[config.mk]
export PLATFORM = sky130hd
export DESIGN_NAME = sync_seq_ctrl
export DESIGN_NICKNAME = d
export VERILOG_FILES = /design/src/rtl/sync_seq_pkg.sv /design/src/rtl/sync_seq_ctrl_wait_cnt.sv /design/src/rtl/sync_seq_ctrl.sv
export SDC_FILE = /design/constraint.sdc
export NUM_CORES = 1
export LEC_CHECK = 0
export ABC_AREA = 1
export BUFFER_PORTS_ARGS = -buffer_cell sky130_fd_sc_hd__buf_2
export CAP_MARGIN = 40
export CELL_PAD_IN_SITES_DETAIL_PLACEMENT = 1
export CELL_PAD_IN_SITES_GLOBAL_PLACEMENT = 1
export CORE_ASPECT_RATIO = 2
export CORE_MARGIN = 2
export CORE_UTILIZATION = 37
export CTS_CLUSTER_DIAMETER = 40
export DETAILED_ROUTE_END_ITERATION = 6
export PLACE_DENSITY_LB_ADDON = 0.15
export SYNTH_ARGS = -nofsm -noshare
export SYNTH_HDL_FRONTEND = slang
export SYNTH_SLANG_ARGS = --single-unit
[constraint.sdc]
create_clock -name clk -period 1.69 [get_ports clk]
set_clock_uncertainty 0.2 [all_clocks]
set_input_delay 0.338 -clock clk [delete_from_list [all_inputs] [get_ports clk]]
set_output_delay 0.338 -clock clk [all_outputs]
set_load 0.05 [all_outputs]
[src/rtl/sync_seq_pkg.sv]
// Shared encoding for the sequencer: one-hot state bits over [4:1], IDLE is all-zero.
package sync_seq_pkg;

  localparam int ST_ARM  = 1;
  localparam int ST_SYNC = 2;
  localparam int ST_GATE = 3;
  localparam int ST_DONE = 4;

  typedef logic [4:1] state_vec_t;

  localparam state_vec_t IDLE   = 4'b0000;
  localparam state_vec_t S_ARM  = 4'b0001;
  localparam state_vec_t S_SYNC = 4'b0010;
  localparam state_vec_t S_GATE = 4'b0100;
  localparam state_vec_t S_DONE = 4'b1000;

endpackage

[src/rtl/sync_seq_ctrl_wait_cnt.sv]
// Loadable down-counter with nonzero flag; clr beats load beats decrement.
module wait_cnt #(
  parameter int W = 8
) (
  input  logic         clk,
  input  logic         rst_n,
  input  logic         load,
  input  logic [W-1:0] load_val,
  input  logic         clr,
  output logic [W-1:0] cnt,
  output logic         nz
);

  logic [W-1:0] cnt_d, cnt_q;

  // Next count: clear, load, or step toward zero without wrapping.
  always_comb begin
    cnt_d = cnt_q;
    if (clr)               cnt_d = '0;
    else if (load)         cnt_d = load_val;
    else if (cnt_q != '0)  cnt_d = cnt_q - 1'b1;
  end

  // Counter register.
  always_ff @(posedge clk or negedge rst_n) begin
    if (!rst_n) cnt_q <= '0;
    else        cnt_q <= cnt_d;
  end

  assign cnt = cnt_q;
  assign nz  = |cnt_q;

endmodule

[src/rtl/sync_seq_ctrl.sv]
// Sequencer FSM (IDLE/ARM/SYNC/GATE/DONE) with dwell timer and restart cooldown.
// All outputs come straight from registers so the downstream decode sees
// glitch-free prev_state / wc0.
module sync_seq_ctrl
  import sync_seq_pkg::*;
#(
  parameter int WC_W     = 8,
  parameter int ARM_CYC  = 16,
  parameter int GATE_CYC = 32,
  parameter int COOL_CYC = 4,
  parameter int CNT_W    = 8
) (
  input  logic             clk,
  input  logic             rst_n,
  input  logic             start,
  input  logic             abort,
  input  logic             sync_ack,
  output logic [4:1]       prev_state,
  output logic             wc0,
  output logic [CNT_W-1:0] seq_cnt,
  output logic             busy
);

  state_vec_t       state_d, state_q;
  logic [CNT_W-1:0] seq_cnt_d, seq_cnt_q;
  logic             cnt_load, cnt_clr, cnt_nz;
  logic [WC_W-1:0]  cnt_load_val, cnt_val;

  wait_cnt #(.W(WC_W)) u_wait_cnt (
    .clk      (clk),
    .rst_n    (rst_n),
    .load     (cnt_load),
    .load_val (cnt_load_val),
    .clr      (cnt_clr),
    .cnt      (cnt_val),
    .nz       (cnt_nz)
  );

  // Next-state / counter control; abort wins over everything, and in IDLE it
  // simply kills any pending cooldown.
  always_comb begin
    state_d      = state_q;
    seq_cnt_d    = seq_cnt_q;
    cnt_load     = 1'b0;
    cnt_clr      = 1'b0;
    cnt_load_val = '0;
    if (abort) begin
      state_d = IDLE;
      cnt_clr = 1'b1;
    end else begin
      case (state_q)
        IDLE: begin
          // Start during cooldown is dropped, not queued.
          if (start && !cnt_nz) begin
            state_d      = S_ARM;
            cnt_load     = 1'b1;
            cnt_load_val = WC_W'(ARM_CYC);
          end
        end
        S_ARM: begin
          // Leave on the 1->0 edge; <=1 keeps a zero count from stalling here.
          if (cnt_val <= WC_W'(1)) state_d = S_SYNC;
        end
        S_SYNC: begin
          if (sync_ack) begin
            state_d      = S_GATE;
            cnt_load     = 1'b1;
            cnt_load_val = WC_W'(GATE_CYC);
          end
        end
        S_GATE: begin
          if (cnt_val <= WC_W'(1)) state_d = S_DONE;
        end
        S_DONE: begin
          state_d      = IDLE;
          cnt_load     = 1'b1;
          cnt_load_val = WC_W'(COOL_CYC);
          if (seq_cnt_q != '1) seq_cnt_d = seq_cnt_q + 1'b1;
        end
        default: begin
          // Not one-hot: recover to IDLE with a clean counter.
          state_d = IDLE;
          cnt_clr = 1'b1;
        end
      endcase
    end
  end

  // State and completed-sequence registers.
  always_ff @(posedge clk or negedge rst_n) begin
    if (!rst_n) begin
      state_q   <= IDLE;
      seq_cnt_q <= '0;
    end else begin
      state_q   <= state_d;
      seq_cnt_q <= seq_cnt_d;
    end
  end

  assign prev_state = state_q;
  assign wc0        = cnt_nz;
  assign seq_cnt    = seq_cnt_q;
  assign busy       = |state_q;

endmodule

==> reports/results.txt <==
status: finished with violations
failing checks: setup timing
max_slew headroom: 68.91%
synthesized cell area: 0.001217 mm2
vias per cell: 5.122
clock power share: 10.7%
Synth warnings: 0
# setup viols final: 9
routed len/inst: 15.77 um
vias in the first global route: 1,337
CP startpoint: u_wait_cnt.cnt[6]
# port buffers: 18
WHS: 0.2616 ns
die width: 44.56 um
Pre-antenna DRT Iters: 4
worst-path fanout max: 2
Post-Place Cells: 214
f_max: 534.5 MHz
worst setup path class: reg -> out
grt ovf: 0
via count: 1,214
hold path cells: 2
antenna-violating nets left: 0
Inserted Clock Buffers: 3
R2R cell count: 9
max-slew violations: 0
Worst-Margin Slew: 0.4663 ns
Arr. time, crit path: 1.33 ns
Synth area leader: dfrtp_1
CP startpoint kind: flop
htree depth: 1
root buffer cell: clkbuf_8
Fillers: 361
Initial Util: 38.57%
FP Rows: 29
Post-Syn Nets: 153
Net Switching: 1580 uW
Sw Share: 45.91%
P&R area growth vs syn: 61.25%
crit end category: output pin
R2R setup slack: -0.09 ns
Logic pwr share: 69.2%
CTS tree: built
M2 GR Usage: 43.61%
Seq/Total Area, Yosys: 41.11%
Reg2Reg Launch Point: u_wait_cnt.cnt[6]
post-DP HPWL: 2724 um
crit share post-route: 110.7%
Reg clk slew, reported paths: 0.08 ns
Yosys top cell area share: 41.11%
Placed Area: 0.001574 mm2
RSZ-0062 raised after global routing: yes
core area: 0.003157 mm2
fin cells: 237
clk buf depth: 2
commonest non-fill, non-tap cell in the layout: buf_4
# clock sinks: 20
routability-driven placement congestion ratio: 0.8964
most frequent cells in the layout: buf_4 (36), nand2_1 (16), buf_2 (16)
Max-Cap Viols: 0
Die Height: 85.12 um
Clock Latency Late Sink: 0.26 ns
power per cell area: 1754 mW/mm2
initial DRC count: 14
Post-Syn Area per Cell: 8.454 um2
final worst slack: -0.1808 ns
Seq pwr share: 20.1%
synth unique cells: 24
Synth Register Bits: 20
Final Hold Vio Count: 0
initial antenna violation count: 0
number of diodes: 0
Synth Instances: 144
Final #Nets: 216
fin area: 0.001963 mm2
full die area: 0.003793 mm2
first-pass GRT wire length: 5947 um
grt met3 use: 2.979%
Remaining DRCs: 0
Internal: 1862 uW
GRT Util Overall: 21.38%
layout cells sized above 1: 60.68%
met1 Use GR: 19.51%
final core utilization: 62.19%
LEAKAGE: 0.0009833 uW
largest net degree at the start of global routing: 21
gr busiest metal: met2
Post-Route WL: 3738 um
ranking of synthesized cells by area: dfrtp_1 (41%), xor2_1 (7.2%), nor2_1 (6.8%)
reg2reg end: u_wait_cnt.cnt[7]
HP Class: in -> reg
Final Critical Period: 1.871 ns
VDD IR max: 0.9699 mV
Worst Setup EP: wc0
CP required: 1.15 ns
I/O Pins: 19
[synthesized netlist by cell type (all sizes together)]
cell type  instances
o211ai             1
nor2              30
inv               19
dfrtp             20
o21ai              4
o22ai              1
ha                 4
nand3b             1
o2111ai            1
nand4              3
nor3               2
xnor2              3
a21oi              3
xor2              10
mux2               1
nand3             15
nand2             26
[layout make-up]
type	count	area (um2)	area share (%)
Clock buffer	4	55.05	2.804
Inverter	19	78.83	4.015
Multi-Input combinational cell	105	859.6	43.79
Sequential cell	20	510.5	26.00
Tap cell	31	38.79	1.976
Timing Repair Buffer	58	420.4	21.41
[critical path, cell delays in order, from the launching register on]
cell        delay, ns
dfrtp_1          0.39
nor2_2           0.17
nand2_2          0.12
nor2_8           0.14
clkinvlp_4       0.10
buf_8            0.15
[per-stage QoR]
step / TNS [ns] / worst slack (ns) / power (uW)
global route: -1.743 / -0.2654 / 3664
global placement: -0.08532 / -0.03078 / 2393
finish: -0.6237 / -0.1808 / 3442
CTS: -0.4372 / -0.1675 / 3164
floorplan: -1.131 / -0.1529 / 1870
detailed placement: -0.2453 / -0.04939 / 2453
[state kept, by name (all words and copies together), names as in the netlist]
signal / flops
prev_state: 4
u_wait_cnt.cnt: 8
seq_cnt: 8
[how the worst min path moves through the flow]
stage               slack (ns)                end  startpoint
floorplan                -0.16      prev_state[1]       rst_n
global placement          0.11  u_wait_cnt.cnt[0]       rst_n
detailed placement        0.12  u_wait_cnt.cnt[0]       rst_n
CTS                       0.24      prev_state[3]       abort
global route              0.28      prev_state[3]       abort
finish                    0.26      prev_state[3]       abort
[power groups by stage]
| stage | clock network, uW | registers [uW] | logic, uW |
|---|---|---|---|
| 2_1_floorplan | 0 | 856 | 1010 |
| 3_3_place_gp | 0 | 709 | 1680 |
| 3_5_place_dp | 0 | 715 | 1740 |
| 4_1_cts | 386 | 695 | 2080 |
| 5_1_grt | 402 | 705 | 2560 |
| 6_report | 368 | 693 | 2380 |
[kinds of logic (layout without fill, tap and decap cells)]
kind of cell	Yosys count	count (layout)	share of synthesized area, %
simple gates	77	77	33.61
flops	20	20	41.11
buf+inv	19	81	5.858
xor+xnor	13	13	9.353
compound gates	10	10	5.036
fa+ha+maj	4	4	4.111
mux	1	1	0.9249
[what timing repair did]
action	in CTS	in global routing
resized for setup	19	29
pin swaps	8	18
endpoints found under the hold margin	20	0
hold buffers	1	0
setup buffers	13	9
gates cloned	0	0
setup endpoints to repair	11	19
[routing by layer]
layer | part of all wire [%] | vias to the layer above
li1 | - | 582
met1 | 33 | 605
met2 | 63 | 20
met3 | 2.0 | 7
met4 | 2.0 | 0
met5 | 0 | -
No activity file was read; power rests on OpenSTA's default activity.
